--- src/rtl/fadd_pkg.sv ---
// Shared types and constants for the floating-point adder sequencer.
package fadd_pkg;

    typedef enum logic [2:0] {
        S_IDLE,
        S_LOAD,
        S_ALIGN,
        S_ADD,
        S_NORM,
        S_PACK,
        S_DONE
    } state_t;

    localparam logic [1:0] RES_NORMAL = 2'b00;
    localparam logic [1:0] RES_ZERO   = 2'b01;
    localparam logic [1:0] RES_INF    = 2'b10;
    localparam logic [1:0] RES_NAN    = 2'b11;

    localparam logic [7:0] EXP_MAX = 8'd255;

    localparam int unsigned MAX_ALIGN_DEF = 25;
    localparam int unsigned MAX_NORM_DEF  = 24;

endpackage

--- src/rtl/fadd_special_detect.sv ---
// Flags operand pairs that bypass the add path (an all-ones exponent) and
// selects the infinity or NaN result code for them.
module fadd_special_detect
    import fadd_pkg::*;
(
    input  logic [31:0] i_x,
    input  logic [31:0] i_y,
    output logic        o_is_special,
    output logic [1:0]  o_res_sel
);

    logic w_x_max;
    logic w_y_max;
    logic w_x_nan;
    logic w_y_nan;
    logic w_inf_cancel;

    assign w_x_max      = (i_x[30:23] == EXP_MAX);
    assign w_y_max      = (i_y[30:23] == EXP_MAX);
    assign w_x_nan      = w_x_max && (i_x[22:0] != 23'd0);
    assign w_y_nan      = w_y_max && (i_y[22:0] != 23'd0);
    // Opposite-signed infinities have no defined sum.
    assign w_inf_cancel = w_x_max && w_y_max && (i_x[31] ^ i_y[31]);

    assign o_is_special = w_x_max || w_y_max;
    assign o_res_sel    = (w_x_nan || w_y_nan || w_inf_cancel) ? RES_NAN : RES_INF;

endmodule

--- src/rtl/fadd_ctrl.sv ---
// Control FSM for a multi-cycle IEEE-754 single-precision adder: sequences
// load, align, add, normalize and pack strobes for an external datapath.
module fadd_ctrl
    import fadd_pkg::*;
#(
    parameter int unsigned MAX_ALIGN = MAX_ALIGN_DEF,
    parameter int unsigned MAX_NORM  = MAX_NORM_DEF
) (
    input  logic        clk,
    input  logic        res,
    input  logic        start,
    input  logic [31:0] x,
    input  logic [31:0] y,
    input  logic        sum_ovf,
    input  logic        sum_msb,
    input  logic        sum_zero,
    output logic        swap_sel,
    output logic        load_en,
    output logic        shr_en,
    output logic        add_en,
    output logic        norm_r_en,
    output logic        norm_l_en,
    output logic        pack_en,
    output logic        sub_op,
    output logic [1:0]  res_sel,
    output logic [7:0]  exp_out,
    output logic        busy,
    output logic        done
);

    localparam logic [7:0] ALIGN_CAP = 8'(MAX_ALIGN);
    localparam logic [7:0] NORM_LAST = 8'(MAX_NORM - 1);
    localparam logic [7:0] EXP_PRE   = EXP_MAX - 8'd1;

    state_t      r_state;
    logic [31:0] r_x;
    logic [31:0] r_y;
    logic [7:0]  r_cnt;
    logic [7:0]  r_nrm;

    logic        w_big_y;
    logic [7:0]  w_exp_big;
    logic [7:0]  w_exp_small;
    logic [7:0]  w_diff;
    logic [7:0]  w_cnt;
    logic        w_is_special;
    logic [1:0]  w_special_sel;
    logic        w_flush;

    // Magnitude compare on the raw bit pattern orders by exponent, then fraction.
    assign w_big_y     = (y[30:0] > x[30:0]);
    assign w_exp_big   = w_big_y ? y[30:23] : x[30:23];
    assign w_exp_small = w_big_y ? x[30:23] : y[30:23];
    assign w_diff      = w_exp_big - w_exp_small;
    assign w_cnt       = (w_diff > ALIGN_CAP) ? ALIGN_CAP : w_diff;

    fadd_special_detect u_special (
        .i_x          (r_x),
        .i_y          (r_y),
        .o_is_special (w_is_special),
        .o_res_sel    (w_special_sel)
    );

    // Normalize strobes act on the sum flags of the current cycle, so they
    // are decoded rather than registered to keep NORM a single-cycle decision.
    always_comb begin
        // NOTE: every output gets a default before the branches so no latch is inferred.
        norm_r_en = 1'b0;
        norm_l_en = 1'b0;
        w_flush   = 1'b0;
        if (r_state == S_NORM && !sum_zero) begin
            if (sum_ovf) begin
                norm_r_en = 1'b1;
            end else if (!sum_msb) begin
                if (exp_out == 8'd1 || r_nrm == NORM_LAST) begin
                    w_flush = 1'b1;
                end else begin
                    norm_l_en = 1'b1;
                end
            end
        end
    end

    // NOTE: sequential state uses non-blocking assignments so every register
    // samples the pre-edge values regardless of statement order.
    always_ff @(posedge clk) begin
        if (res) begin
            r_state  <= S_IDLE;
            r_x      <= '0;
            r_y      <= '0;
            r_cnt    <= '0;
            r_nrm    <= '0;
            swap_sel <= 1'b0;
            load_en  <= 1'b0;
            shr_en   <= 1'b0;
            add_en   <= 1'b0;
            pack_en  <= 1'b0;
            sub_op   <= 1'b0;
            res_sel  <= RES_NORMAL;
            exp_out  <= '0;
            busy     <= 1'b0;
            done     <= 1'b0;
        end else begin
            load_en <= 1'b0;
            shr_en  <= 1'b0;
            add_en  <= 1'b0;
            pack_en <= 1'b0;
            done    <= 1'b0;
            unique case (r_state)
                S_IDLE: if (start) begin
                    r_x      <= x;
                    r_y      <= y;
                    swap_sel <= w_big_y;
                    exp_out  <= w_exp_big;
                    sub_op   <= x[31] ^ y[31];
                    r_cnt    <= w_cnt;
                    r_nrm    <= '0;
                    res_sel  <= RES_NORMAL;
                    load_en  <= 1'b1;
                    busy     <= 1'b1;
                    r_state  <= S_LOAD;
                end
                S_LOAD: begin
                    if (w_is_special) begin
                        res_sel <= w_special_sel;
                        pack_en <= 1'b1;
                        r_state <= S_PACK;
                    end else if (r_cnt == 8'd0) begin
                        add_en  <= 1'b1;
                        r_state <= S_ADD;
                    end else begin
                        shr_en  <= 1'b1;
                        r_state <= S_ALIGN;
                    end
                end
                S_ALIGN: begin
                    r_cnt <= r_cnt - 8'd1;
                    if (r_cnt == 8'd1) begin
                        add_en  <= 1'b1;
                        r_state <= S_ADD;
                    end else begin
                        shr_en  <= 1'b1;
                    end
                end
                S_ADD: r_state <= S_NORM;
                S_NORM: begin
                    if (sum_zero) begin
                        res_sel <= RES_ZERO;
                        pack_en <= 1'b1;
                        r_state <= S_PACK;
                    end else if (sum_ovf) begin
                        exp_out <= exp_out + 8'd1;
                        if (exp_out == EXP_PRE) res_sel <= RES_INF;
                        pack_en <= 1'b1;
                        r_state <= S_PACK;
                    end else if (sum_msb || w_flush) begin
                        if (w_flush) res_sel <= RES_ZERO;
                        pack_en <= 1'b1;
                        r_state <= S_PACK;
                    end else begin
                        exp_out <= exp_out - 8'd1;
                        r_nrm   <= r_nrm + 8'd1;
                    end
                end
                S_PACK: begin
                    busy    <= 1'b0;
                    done    <= 1'b1;
                    r_state <= S_DONE;
                end
                S_DONE: begin
                    swap_sel <= 1'b0;
                    sub_op   <= 1'b0;
                    res_sel  <= RES_NORMAL;
                    exp_out  <= '0;
                    r_state  <= S_IDLE;
                end
                default: r_state <= S_IDLE;
            endcase
        end
    end

endmodule
--- config.mk ---
export PLATFORM = sky130hd
export DESIGN_NAME = fadd_ctrl
export DESIGN_NICKNAME = d
export VERILOG_FILES = /design/src/rtl/fadd_pkg.sv /design/src/rtl/fadd_special_detect.sv /design/src/rtl/fadd_ctrl.sv
export SDC_FILE = /design/constraint.sdc
export NUM_CORES = 1
export LEC_CHECK = 0
export ABC_AREA = 1
export CAP_MARGIN = 40
export CORE_ASPECT_RATIO = 0.8
export CORE_UTILIZATION = 40
export CTS_CLUSTER_SIZE = 8
export DETAILED_ROUTE_END_ITERATION = 16
export PLACE_DENSITY = 0.74
export SLEW_MARGIN = 25
export SYNTH_ARGS = -nofsm -noshare
export SYNTH_HDL_FRONTEND = slang
export SYNTH_HIERARCHICAL = 1
export SYNTH_SLANG_ARGS = --single-unit
--- constraint.sdc ---
create_clock -name clk -period 2.4 [get_ports clk]
set_input_delay 0.36 -clock clk [delete_from_list [all_inputs] [get_ports clk]]
set_output_delay 0.36 -clock clk [all_outputs]
set_load 0.1 [all_outputs]
==> flow_metrics.env <==
export IMPL_path_cells="buf_2, inv_2, ha_4, nand3_2, nor3_2, buf_4, nand4_4, nand2_8, nand2_4, nand3_4, ha_4, inv_4, nand2_4, nand2_4, nand2_2, nand2_2, nand3_2, nor2_4, nor2_4, nand3_2, nand2_2, a21oi_2"
export IMPL_synth_largest_area_cell="dfxtp_1"
export IMPL_finalClockSkew_ns=0.00921
export IMPL_clockPowerShare_pct=16.9
export IMPL_p_int_w=0.00424
export IMPL_fin_area_um2=9250
export IMPL_seq_power_share_pct=31.1
export IMPL_antenna_found_initial=0
export IMPL_yosysUniqueCellTypes=49
export IMPL_drv_slew=0
export IMPL_syn_nets=969
export IMPL_min_path_type="in2reg"
export IMPL_placed_area_um2=7820
export IMPL_gp_congestion=0.916
export IMPL_reg2reg_from="exp_out[1]$_SDFFE_PP0P_"
export IMPL_min_delay_start="y[14]"
export IMPL_clkTransAtPathRegs_ns=0.07
export IMPL_syn_cell_area_um2=5840
export IMPL_drive_gt1_share_pct=40.2
export IMPL_dp_slack_ns=-0.948
export IMPL_worstSetupPathType="in2reg"
export IMPL_worstReg2RegEnd="r_nrm[6]$_SDFFE_PP0P_"
export IMPL_reg2reg_depth=14
export IMPL_die_w_um=137
export IMPL_layout_commonest_cell="buf_4"
export IMPL_slowest_stage="ha_4"
export IMPL_multi_input_area_um2=4220
export IMPL_final_cell_mix="184 x buf_4, 146 x nand2_1, 93 x dfxtp_1, 92 x nand3_1, 72 x nor2_1"
export IMPL_critical_path_max_fanout=7
export IMPL_syn_instance_count=860
export IMPL_cts_root_buffer="clkbuf_16"
export IMPL_vdd_ir_drop_max_uv=1160
export IMPL_p_switching_w=0.00379
export IMPL_p_leak_nw=4.33
export IMPL_ios=90
export IMPL_hold_buffers=0
export IMPL_outcome="finished with violations"
export IMPL_fin_nets=1216
export IMPL_die_h_um=110
export IMPL_core_um2=14200
export IMPL_min_path_cells=3
export IMPL_swShare_pct=47.2
export IMPL_routed_wl_um=20200
export IMPL_grt_first_pass_wirelength_um=30800
export IMPL_vias=6756
export IMPL_holdPathEnd="r_y[14]$_SDFFE_PP0P_"
export IMPL_cp_startpoint="x[23]"
export IMPL_finalCriticalPeriod_ns=2.61
export IMPL_crit_path_end_kind="flop"
export IMPL_dp_cells=1207
export IMPL_area_delta_synth_final_pct=58.4
export IMPL_drt_vias_per_instance=5.22
export IMPL_antennaDiodeCount=0
export IMPL_max_freq_ghz=0.383
export IMPL_port_buffers=89
export IMPL_drc_errors=0
export IMPL_cap_violations=0
export IMPL_setup_violations=5
export IMPL_nFillCells=1152
export IMPL_htreeDepth=3
export IMPL_grt_usage_pct=26.2
export IMPL_pwr_share_comb_pct=52.0
export IMPL_synth_area_top_cells="dfxtp_1 35%, nand2_1 12%, nand3_1 9.3%, ha_1 8.4%, inv_1 6.6%"
export IMPL_cts_buffers=9
export IMPL_seq_area_frac_synth_pct=34.6
export IMPL_drt_pass1_iter_count=5
export IMPL_row_count=39
export IMPL_hpwl_um=13300
export IMPL_violations="negative setup slack"
export IMPL_synth_seq_cells=101
export IMPL_regArea_um2=2030
export IMPL_cts_tree="done"
export IMPL_clk_latency_ns=0.35
export IMPL_grt_pass1_vias=6322
export IMPL_overflow=0
export IMPL_wire_per_inst_um=15.6
export IMPL_grt_max_degree=73
export IMPL_cts_path_max_buffers=2
export IMPL_instances_no_fill=1295
export IMPL_hold_violations=0
export IMPL_synth_top_cell_area_share_pct=34.6
export IMPL_clock_sinks=101
export IMPL_startpoint_type="input pin"
export IMPL_drtIter0Drc=605
export IMPL_cp_arrival_ns=2.85
export IMPL_synth_avg_cell_area_um2=6.79
export IMPL_reg2reg_slack_ns=0.28
export IMPL_yosysWarnings=6
export IMPL_fin_crit_sh_pct=109
export IMPL_cp_required_ns=2.64
export IMPL_die_area_um2=15100
export IMPL_postLayoutSetupSlackWorst_ns=-0.208
export IMPL_rsz0062_at_grt="yes"
export IMPL_ant_nets=0
export IMPL_power_per_cell_area_nw_per_um2=869
export IMPL_cp_slowest_stage_delay_ns=0.28
export IMPL_initial_core_util_pct=41.0
[Yosys cell counts (all sizes together)]
library cell,number
dfxtp,101
o32ai,1
clkbuf,20
nor4,2
xnor2,2
xor2,1
o21a,2
o22ai,2
or2,1
a221oi,5
o21ai,69
clkinv,5
nor3b,3
a31oi,3
nand4,9
inv,107
conb,1
o31ai,2
a21oi,44
o41ai,2
o221a,1
a2111oi,1
a211oi,2
a21o,1
nand2,202
nor2,90
buf,5
nor3,16
nand3,111
o211a,1
and3,3
nand3b,1
o211ai,5
ha,39
[layout make-up]
| class | instances | area share (%) |
|---|---|---|
| clock buffers | 10 | 2.48 |
| clock inverters | 5 | 0.392 |
| inverters | 112 | 4.83 |
| multi-input cells | 622 | 45.7 |
| flip-flops and latches | 101 | 22.0 |
| well taps | 184 | 2.49 |
| repair buffers | 261 | 22.1 |
[worst max path at each step]
stage | endpoint | slack (ns) | cells after the start
after floorplan | r_cnt[1]$_SDFFE_PP0P_ | -0.06 | 24
final | r_cnt[4]$_SDFFE_PP0P_ | -0.21 | 22
after detailed placement | r_cnt[1]$_SDFFE_PP0P_ | -0.95 | 25
after global routing | r_cnt[1]$_SDFFE_PP0P_ | -0.34 | 24
after CTS | r_cnt[4]$_SDFFE_PP0P_ | -0.11 | 27
after global placement | r_cnt[4]$_SDFFE_PP0P_ | -0.84 | 20
[logic make-up (layout without fill, tap and decap cells)]
group | after synthesis | count (layout) | synth area share (%)
compound gates | 141 | 141 | 13.6
simple gates | 438 | 438 | 33.9
fa+ha+maj | 39 | 39 | 8.36
xor+xnor | 3 | 3 | 0.450
flops | 101 | 101 | 34.6
buf+inv | 137 | 388 | 8.92
other cells | 1 | 1 | 0.0643
[critical path, delay by kind of cell]
family / cells / cell delay [ns]
AOI/OAI and AO/OA: 1 / 0.04
buffers and inverters: 4 / 0.41
and+or+nand+nor: 15 / 1.56
adders and majority gates: 2 / 0.44
[sequential cells by signal, indices dropped and copies added (netlist names)]
| name | count |
|---|---|
| r_nrm | 8 |
| res_sel | 2 |
| r_state | 3 |
| pack_en | 1 |
| swap_sel | 1 |
| add_en | 1 |
| busy | 1 |
| exp_out | 8 |
| done | 1 |
| r_cnt | 8 |
| shr_en | 1 |
| r_x | 32 |
| r_y | 32 |
| sub_op | 1 |
| load_en | 1 |
[power by group through the flow]
stage	Sequential [W]	Combinational, W	Clock, W
after floorplan	0.00320	0.00185	0
after detailed placement	0.00251	0.00369	0
after global placement	0.00250	0.00362	0
final	0.00250	0.00417	0.00136
after global routing	0.00255	0.00455	0.00145
after CTS	0.00248	0.00389	0.00138
[routing by layer]
metal  up-vias  share of wire, %  track usage [%]
li1       3330                 -                -
met1      3159                44             34.8
met2       235                48             43.7
met3        32               6.0             4.98
met4         0               1.6             6.51
met5         -                 0                0
[what timing repair did]
item / CTS / global route
resized for setup: 269 / 100
setup buffers: 64 / 12
pin swaps: 77 / 59
endpoints found under the setup margin: 13 / 15
cloned: 0 / 0
[stage by stage]
step	TNS [ns]	hold slack [ns]	util [%]	total power [W]
final	-0.989	0.261	64.9	0.00803
after detailed placement	-8.41	0.463	54.9	0.00620
after global routing	-1.52	0.278	64.9	0.00855
after CTS	-0.414	0.258	62.4	0.00776
after global placement	-7.67	0.455	54.9	0.00612
after floorplan	-0.206	0.450	-	0.00505
Power figures use the tool's default switching activity.
==> RTL edit, RTL diff (same settings) <==
Encoding of `state_t`: now Gray code (3 bits for 7 states).
--- a/src/rtl/fadd_pkg.sv
+++ b/src/rtl/fadd_pkg.sv
@@ -4,9 +4,9 @@
     typedef enum logic [2:0] {
-        S_IDLE,
-        S_LOAD,
-        S_ALIGN,
-        S_ADD,
-        S_NORM,
-        S_PACK,
-        S_DONE
+        S_IDLE  = 3'b000,
+        S_LOAD  = 3'b001,
+        S_ALIGN = 3'b011,
+        S_ADD   = 3'b010,
+        S_NORM  = 3'b110,
+        S_PACK  = 3'b111,
+        S_DONE  = 3'b101
     } state_t;
Function: same outputs for any inputs over 4 cycles, from zero or initial values; so few cycles prove little.
==> RTL edit against the unedited design <==
- the run still ends with negative setup slack left
- hold slack worse by 24 ps
- design area is 0.12% higher
- synthesized cell count is 1.6% higher
- area after synthesis is 0.36% higher
- first-iteration DRC count is 24% lower
- clock skew is 1.7 ps higher
- critical path depth is 2 higher
- routed wire length is 3.9% lower
- register-to-register slack worse by 210 ps
- worst setup slack better by 79 ps
- power is 22% higher
- sequential cell count stayed put
- critical endpoint is now r_cnt[1]
- largest cell class unchanged
- highest routed layer unchanged
==> RTL edit: results (changes against the unedited design) <==
STA
  • Setup slack of the critical path after layout: -129 ps (was -208 ps)
  • Endpoints failing setup: 5 (unchanged)

Cells and area
  • Ratio of cells with drive above 1 in the final layout: 0.401 (was 0.402)
  • Count of nets after finishing: 1200 (was 1216)

Synthesis
  • Top cells by area in the synthesized netlist: sky130_fd_sc_hd__dfxtp_1 (35%), sky130_fd_sc_hd__nand2_1 (10%), sky130_fd_sc_hd__nor2_1 (8.5%) (was sky130_fd_sc_hd__dfxtp_1 (35%), sky130_fd_sc_hd__nand2_1 (12%), sky130_fd_sc_hd__nand3_1 (9.3%))
  • Share of synthesized area occupied by flip-flops and latches: 0.345 (was 0.346)

Routing
  • Wire length on met2: 8.83 mm (was 9.69 mm)
  • Wire length reported by the detailed router: 19.4 mm (was 20.2 mm)
  • Starting DRT DRC Count: 459 (was 605)

Status
  • Run status: complete, but fails checks (unchanged)
  • Failing checks: negative setup slack (unchanged)

Global routing
  • All-layer global routing usage: 0.247 (was 0.262)
  • M3 GR Usage: 0.0530 (was 0.0498)
  • Maximum number of pins on one net before global-route repair: 79 (was 73)
  • Met1 usage in global routing: 0.331 (was 0.348)
  • Global-route met2 utilization: 0.402 (was 0.437)

Worst setup path
  • Critical Path Start: x[26] (was x[23])
  • Capture point of the worst reg-to-reg path: r_y[30] (was r_nrm[6])
  • Delay contributed by the slowest stage of the critical path: 310 ps (was 280 ps)
  • CP Capture Point: r_cnt[1] (was r_cnt[4])

Placed design
  • DP Worst Slack: -928 ps (was -948 ps)
  • Detailed Place HPWL: 12.4 mm (was 13.3 mm)
  • Routability-driven placement congestion ratio: 0.938 (was 0.916)

Pwr
  • Switching Power: 4500 uW (was 3790 uW)

Clock network
  • Gates resized, CTS repair: 227 (was 269)
==> RTL edit: changes by cell type in the layout (fill, tap and decap cells not counted), moves of 7 or more <==
| cell | unedited run | this run |
|---|---|---|
| sky130_fd_sc_hd__nor2_1 | 72 | 120 |
| sky130_fd_sc_hd__clkbuf_2 | 7 | 32 |
| sky130_fd_sc_hd__inv_4 | 2 | 9 |
| sky130_fd_sc_hd__o21ai_1 | 1 | 23 |
| sky130_fd_sc_hd__buf_6 | 7 | 22 |
| sky130_fd_sc_hd__nor2_4 | 8 | 16 |
| sky130_fd_sc_hd__clkdlybuf4s15_1 | 14 | 3 |
| sky130_fd_sc_hd__buf_2 | 25 | 4 |
| sky130_fd_sc_hd__nand2_1 | 146 | 116 |
| sky130_fd_sc_hd__a21oi_1 | 37 | 69 |
| sky130_fd_sc_hd__buf_4 | 184 | 151 |
| sky130_fd_sc_hd__nand3_1 | 92 | 30 |
==> RTL edit: worst register-to-register path: cells and delay by family, from the launching register on <==
kind                       cells  cell delay, ps
AOI/OAI and AO/OA              2             230
adders and majority gates      1             190
buffers and inverters          7             770
DFF                            1             350
and+or+nand+nor                6             680
==> RTL edit: metrics by stage <==
stage | TNS, ps | hold slack, ps | util | cell area (sq um) | cells
3_3_place_gp | -6760 | 450 | 0.553 | 7910 | 1223
5_1_grt | -1630 | 239 | 0.648 | 9260 | 1280
4_1_cts | -399 | 342 | 0.614 | 8780 | 1260
2_1_floorplan | -605 | 437 | - | 6070 | 874
6_report | -524 | 237 | 0.648 | 9260 | 1280
3_5_place_dp | -7830 | 454 | 0.553 | 7910 | 1223
==> RTL edit: logic make-up (layout without fill, tap and decap cells) <==
| kind of cell | count (synthesis) | after routing | share of synthesized area |
|---|---|---|---|
| adders and majority gates | 39 | 39 | 0.0833 |
| other | 1 | 1 | 0.000640 |
| DFF | 101 | 101 | 0.345 |
| buffers and inverters | 143 | 365 | 0.0946 |
| xor gates and xnor gates | 3 | 3 | 0.00449 |
| and+or+nand+nor | 394 | 394 | 0.291 |
| AOI/OAI and AO/OA | 193 | 193 | 0.180 |
==> RTL edit: power groups by stage <==
| stage | Clock, uW | Combinational [uW] | Sequential [uW] |
|---|---|---|---|
| 2_1_floorplan | 0 | 2330 | 3560 |
| 3_5_place_dp | 0 | 4620 | 2820 |
| 3_3_place_gp | 0 | 4530 | 2810 |
| 4_1_cts | 1490 | 4820 | 2800 |
| 5_1_grt | 1560 | 5930 | 2910 |
| 6_report | 1470 | 5470 | 2840 |
==> RTL edit: final cells by class <==
type,instances,area [sq um]
Sequential cell,101,2040
Inverter,115,472
Multi-Input combinational cell,630,4250
Fill cell,1183,5040
Clock inverter,2,13.8
Tap cell,184,230
Clock buffer,14,275
Timing Repair Buffer,234,1980
